[src/rtl/ysyx_22040750_clint.sv]
// rtl/ysyx_22040750_clint.sv - core-local interruptor: mtime/mtimecmp with a single-outstanding request/response port
module ysyx_22040750_clint #(
  parameter logic [31:0] BASE_ADDR    = 32'h0200_0000,
  parameter logic [15:0] MTIMECMP_OFF = 16'h4000,
  parameter logic [15:0] MTIME_OFF    = 16'hBFF8,
  parameter int unsigned TICK_DIV     = 1
) (
  input  logic        I_sys_clk,
  input  logic        I_rst_n,
  input  logic        I_req_valid,
  output logic        O_req_ready,
  input  logic        I_req_wen,
  input  logic [31:0] I_req_addr,
  input  logic [63:0] I_req_wdata,
  input  logic [7:0]  I_req_wmask,
  output logic        O_resp_valid,
  input  logic        I_resp_ready,
  output logic [63:0] O_resp_rdata,
  output logic        O_resp_err,
  output logic        O_mtip
);

  localparam int unsigned PW         = (TICK_DIV > 1) ? $clog2(TICK_DIV) : 1;
  localparam logic [PW-1:0] PRESC_LAST = PW'(TICK_DIV - 1);
  localparam logic [31:0] MTIME_ADDR    = BASE_ADDR + {16'h0000, MTIME_OFF};
  localparam logic [31:0] MTIMECMP_ADDR = BASE_ADDR + {16'h0000, MTIMECMP_OFF};

  typedef enum logic {
    S_IDLE = 1'b0,
    S_RESP = 1'b1
  } state_e;

  state_e        state_q;
  logic [63:0]   mtime_q, mtime_d;
  logic [63:0]   mtimecmp_q, mtimecmp_d;
  logic [PW-1:0] presc_q, presc_d;
  logic [63:0]   rdata_q, rdata_d;
  logic          err_q;
  logic          mtip_q;

  logic accept;
  logic hit_mtime;
  logic hit_cmp;
  logic tick;
  logic unused_addr_lo;

  // The low address bits only select a byte inside the 8-byte register.
  assign unused_addr_lo = ^I_req_addr[2:0];

  // Byte-lane merge of write data into an existing 64-bit register value.
  function automatic logic [63:0] lane_merge(input logic [63:0] old_val,
                                             input logic [63:0] wdata,
                                             input logic [7:0]  wmask);
    logic [63:0] res;
    res = old_val;
    for (int i = 0; i < 8; i++) begin
      if (wmask[i]) res[8*i +: 8] = wdata[8*i +: 8];
    end
    return res;
  endfunction

  // Decode, prescaler and next-state values for the timer registers.
  always_comb begin
    accept     = (state_q == S_IDLE) && I_req_valid;
    hit_mtime  = (I_req_addr[31:3] == MTIME_ADDR[31:3]);
    hit_cmp    = (I_req_addr[31:3] == MTIMECMP_ADDR[31:3]);
    tick       = (presc_q == PRESC_LAST);
    presc_d    = tick ? '0 : presc_q + PW'(1);
    mtime_d    = tick ? mtime_q + 64'd1 : mtime_q;
    mtimecmp_d = mtimecmp_q;
    rdata_d    = 64'd0;
    if (accept && I_req_wen && hit_mtime) begin
      // A bus write wins over the increment of the same clock.
      mtime_d = lane_merge(mtime_q, I_req_wdata, I_req_wmask);
    end
    if (accept && I_req_wen && hit_cmp) begin
      mtimecmp_d = lane_merge(mtimecmp_q, I_req_wdata, I_req_wmask);
    end
    if (!I_req_wen && hit_mtime) begin
      rdata_d = mtime_q;
    end else if (!I_req_wen && hit_cmp) begin
      rdata_d = mtimecmp_q;
    end
  end

  // Timer registers and the registered timer-pending level.
  always_ff @(posedge I_sys_clk or negedge I_rst_n) begin
    if (!I_rst_n) begin
      mtime_q    <= 64'd0;
      mtimecmp_q <= 64'hFFFF_FFFF_FFFF_FFFF;
      presc_q    <= '0;
      mtip_q     <= 1'b0;
    end else begin
      mtime_q    <= mtime_d;
      mtimecmp_q <= mtimecmp_d;
      presc_q    <= presc_d;
      mtip_q     <= (mtime_d >= mtimecmp_d);
    end
  end

  // Handshake FSM: capture the response on accept, hold it until taken.
  always_ff @(posedge I_sys_clk or negedge I_rst_n) begin
    if (!I_rst_n) begin
      state_q <= S_IDLE;
      rdata_q <= 64'd0;
      err_q   <= 1'b0;
    end else begin
      case (state_q)
        S_IDLE: begin
          if (I_req_valid) begin
            state_q <= S_RESP;
            rdata_q <= rdata_d;
            err_q   <= !(hit_mtime || hit_cmp);
          end
        end
        S_RESP: begin
          if (I_resp_ready) begin
            state_q <= S_IDLE;
            rdata_q <= 64'd0;
            err_q   <= 1'b0;
          end
        end
        default: state_q <= S_IDLE;
      endcase
    end
  end

  assign O_req_ready  = (state_q == S_IDLE);
  assign O_resp_valid = (state_q == S_RESP);
  assign O_resp_rdata = rdata_q;
  assign O_resp_err   = err_q;
  assign O_mtip       = mtip_q;

endmodule

[config.mk]
export PLATFORM = sky130hd
export DESIGN_NAME = ysyx_22040750_clint
export DESIGN_NICKNAME = d
export VERILOG_FILES = /design/src/rtl/ysyx_22040750_clint.sv
export SDC_FILE = /design/constraint.sdc
export NUM_CORES = 1
export LEC_CHECK = 0
export ABC_AREA = 0
export ABC_CLOCK_PERIOD_IN_PS = 4200
export CAP_MARGIN = 20
export CELL_PAD_IN_SITES_DETAIL_PLACEMENT = 0
export CELL_PAD_IN_SITES_GLOBAL_PLACEMENT = 2
export CORE_MARGIN = 4
export CORE_UTILIZATION = 35
export CTS_BUF_LIST = sky130_fd_sc_hd__clkbuf_2 sky130_fd_sc_hd__clkbuf_4 sky130_fd_sc_hd__clkbuf_8
export CTS_CLUSTER_SIZE = 10
export DETAILED_ROUTE_END_ITERATION = 6
export PLACE_DENSITY = 0.91
export SYNTH_ARGS = -nofsm -noshare
export SYNTH_HDL_FRONTEND = slang
export SYNTH_SLANG_ARGS = --single-unit
[constraint.sdc]
create_clock -name I_sys_clk -period 4.2 [get_ports I_sys_clk]
set_input_delay 0.63 -clock I_sys_clk [delete_from_list [all_inputs] [get_ports I_sys_clk]]
set_output_delay 0.63 -clock I_sys_clk [all_outputs]
set_load 0.01 [all_outputs]
==> impl_results.md <==
- Outcome: completed
- Top cells by area, synth: dfrtp_1 (30%), dfstp_2 (15%), ha_1 (7.4%)
- Core area: 30700 um2
- Sw Share: 26.6%
- Via density: 5.26
- Slew Limit Fails: 0
- Most used cell, CP: nand4_1
- CTS tree: yes
- Max Cap Viol: 0
- Die Height: 185 um
- Crit-path max cell delay: 440 ps
- Count of final hold-check violations: 0
- Fillers: 2926
- # setup viols final: 0
- Pleak: 0.00675 uW
- Via count: 9690
- Antenna Nets Post-Route: 0
- Total gr overflow: 0
- XOR/XNOR Fraction of Synth Area: 0%
- RePlAce Congestion: 0.882
- Initial antenna violation count: 0
- Latest clock arrival within the worst-skew pair: 490 ps
- Seq cells post-synth: 195
- Comb power frac: 7.3%
- Yosys top cell area share: 30.0%
- Clk slew on worst S/H paths: 120 ps
- Switching Power: 892 uW
- Crit path arrival time: 4490 ps
- Drt wl/cell: 18.0 um
- Largest family of logic cells by synthesized area: simple AND/OR/NAND/NOR gates
- FF+latch area: 4960 um2
- TritonCTS Sinks: 195
- Number of H-tree levels: 4
- Largest net degree at the start of global routing: 88
- Most frequent cell after synthesis: nand2_1
- Slew margin rel.: 51.6%
- Syn avg cell area: 9.60 um2
- Initial Util: 35.6%
- Pre-CTS WS: -799 ps
- Dominant synthesized flop cell: dfrtp_1
- Hold_buf cts: 0
- Area leader, netlist: dfrtp_1
- VDD IR max: 0.000185 V
- Row count: 64
- Netlist cell types: 61
- Detailed Route WL: 33.2 mm
- EDFF count, synth: 0
- Sequential cell fraction of total power: 56.4%
- Crit-path cells: clkdlybuf4s50_1, or4_4, nor4b_4, nand4_1, nor2_2, buf_4, buf_8, and3_4, buf_12, mux2_4, inv_1, ha_4, nand4_1, nor4_4, a221o_1, a211o_1, a211oi_2, o31ai_1
- Area Overhead vs Synth: 35.5%
- Multi-input gate area: 5660 um2
- Vias in the first global route: 9867
- Yosys warning total: 0
- Initial drt markers: 484
- Max Fclk: 243 MHz
- Share of cells above drive strength 1: 22.1%
- I/O Buffers: 173
- DP Wirelength: 24.9 mm
- Register area share after synthesis: 45.4%
- Post-synthesis compound-gate area fraction: 16.3%
- Int Pwr: 2460 uW
- Clk pwr share: 36.3%
- Syn nets: 1312
- CP Class: in -> reg
- Slew @ Worst Pin: 726 ps
- Die area: 34100 um2
- Initial DRT Pass Iterations: 4
- Clock skew: 19.2 ps
- Global-route wire length before repair: 53.1 mm
- Most instantiated cells after synthesis: nand2_1 (184), dfrtp_1 (131), inv_1 (83)
- HP Class: in -> async
- Setup WS post-layout: 92.7 ps
- Power, Total: 3350 uW
- TritonCTS buffer count: 17
- Antenna cells: 0
- Die width: 185 um
- Crit Path Max Fanout: 8
- Detailed-route DRC error count: 0
- Startpoint types: input pin
- Critical Path Slowest Stage Cell: or4_4
- IO Pins: 177
- Root Buffer: clkbuf_8
- Power Density: 226 nW/um2
- Area of the mapped netlist: 10900 um2
- Worst endpoint required time: 4580 ps
- Fin crit share: 97.8%
- Min cycle time layout: 4110 ps
- CP endpoint kind: register
- All-Layer GR Usage: 19.5%
- Max clock buf depth: 2
- Post-Synthesis Cells: 1138
- Nets: 1608
- Post-synth ARST share: 100%
- Synth Area in Simple Gates: 19.5%
- Adder-Cell Fraction of Synth Area: 7.44%
- Post-synthesis mux area share: 6.09%
## path summary, 6_finish.rpt
| path | startpoint | to | slack (ps) | depth (start not counted) |
|---|---|---|---|---|
| worst max-delay path | I_req_addr[10] | O_mtip | 90 | 18 |
| worst min-delay path | I_rst_n | O_resp_rdata[53] | 140 | 1 |
| worst max register to register | mtime_q[21] | O_mtip | 270 | 14 |
| worst min register to register | O_resp_rdata[4] | O_resp_rdata[4] | 470 | 2 |
| max in group asynchronous | I_rst_n | mtimecmp_q[21] | 3010 | 2 |
| min in group I_sys_clk | O_resp_rdata[4] | O_resp_rdata[4] | 470 | 2 |
## timing repair
| action | 4_1_cts | 5_1_grt |
|---|---|---|
| setup buffers | 1 | 7 |
| resized for setup | 9 | 52 |
| cloned | 0 | 0 |
| pin swaps | 3 | 24 |
| setup endpoints to repair | 1 | 1 |
## registers in the layout, indices dropped and copies added (netlist names)
name,count
O_mtip,1
mtime_q,64
O_resp_valid,1
O_resp_err,1
O_resp_rdata,64
mtimecmp_q,64
## cells in the final DEF, fill, tap and decap left out, types with 9 or more instances in the layout
master and instances:
a211o_1 9, mux2i_1 43, nor3_1 25, a22oi_1 65
nor2_1 65, and3_1 17, clkbuf_8 19, nand3_1 22
a21oi_1 50, nand4_1 23, and2_1 12, a211oi_1 37
buf_4 144, ha_1 63, o21ai_0 30, nand2b_1 9
and4_1 11, clkdlybuf4s50_1 169, dfstp_2 64, dfrtp_1 131
nand2_1 184, nor4_1 9, inv_1 82
## layout make-up
| class | count | area share [%] |
|---|---|---|
| multi-input combinational | 809 | 38.2 |
| sequential | 195 | 33.5 |
| timing repair buffer | 328 | 20.3 |
| tap | 396 | 3.35 |
| inverter | 83 | 2.10 |
| clock buffer | 19 | 1.72 |
| clock inverter | 13 | 0.786 |
## power by group through the flow
stage          logic, uW  clock network (uW)  registers, uW
2_1_floorplan       39.5                   0           1920
3_3_place_gp         244                   0           1920
3_5_place_dp         246                   0           1920
4_1_cts              248                1250           1890
5_1_grt              266                1330           1890
6_report             245                1220           1890
## worst max-delay path: cells and delay by family
| family | cells | cell delay [ps] |
|---|---|---|
| fa+ha+maj | 1 | 200 |
| mux | 1 | 310 |
| simple gates | 7 | 1560 |
| buf+inv | 5 | 900 |
| compound gates | 4 | 880 |
## metal layers
| metal | part of all wire (%) | GRT usage (%) | wire (um) | vias to the layer above |
|---|---|---|---|---|
| met5 | 0 | 0 | 0 | - |
| met4 | 1.5 | 5.08 | 485 | 0 |
| met3 | 3.7 | 3.14 | 1240 | 30 |
| met2 | 49 | 32.9 | 16300 | 196 |
| met1 | 46 | 26.1 | 15200 | 4726 |
| li1 | - | - | - | 4738 |
## logic make-up after synthesis
kind of cell | after synthesis
simple gates | 419
compound gates | 260
flops | 195
buf+inv | 134
mux | 65
fa+ha+maj | 65
## through the flow
stage,hold WS [ps],instance area (um2),instances,util [%],TNS [ps]
final,137,14800,1843,48.3,0
after global routing,151,14800,1843,48.3,-19.2
after CTS,131,14500,1837,47.4,0
after detailed placement,454,14100,1804,46.0,-799
after global placement,449,14100,1804,46.0,-737
after floorplan,334,10900,1138,-,0
Note: power is estimated with default switching activity, not from simulation.
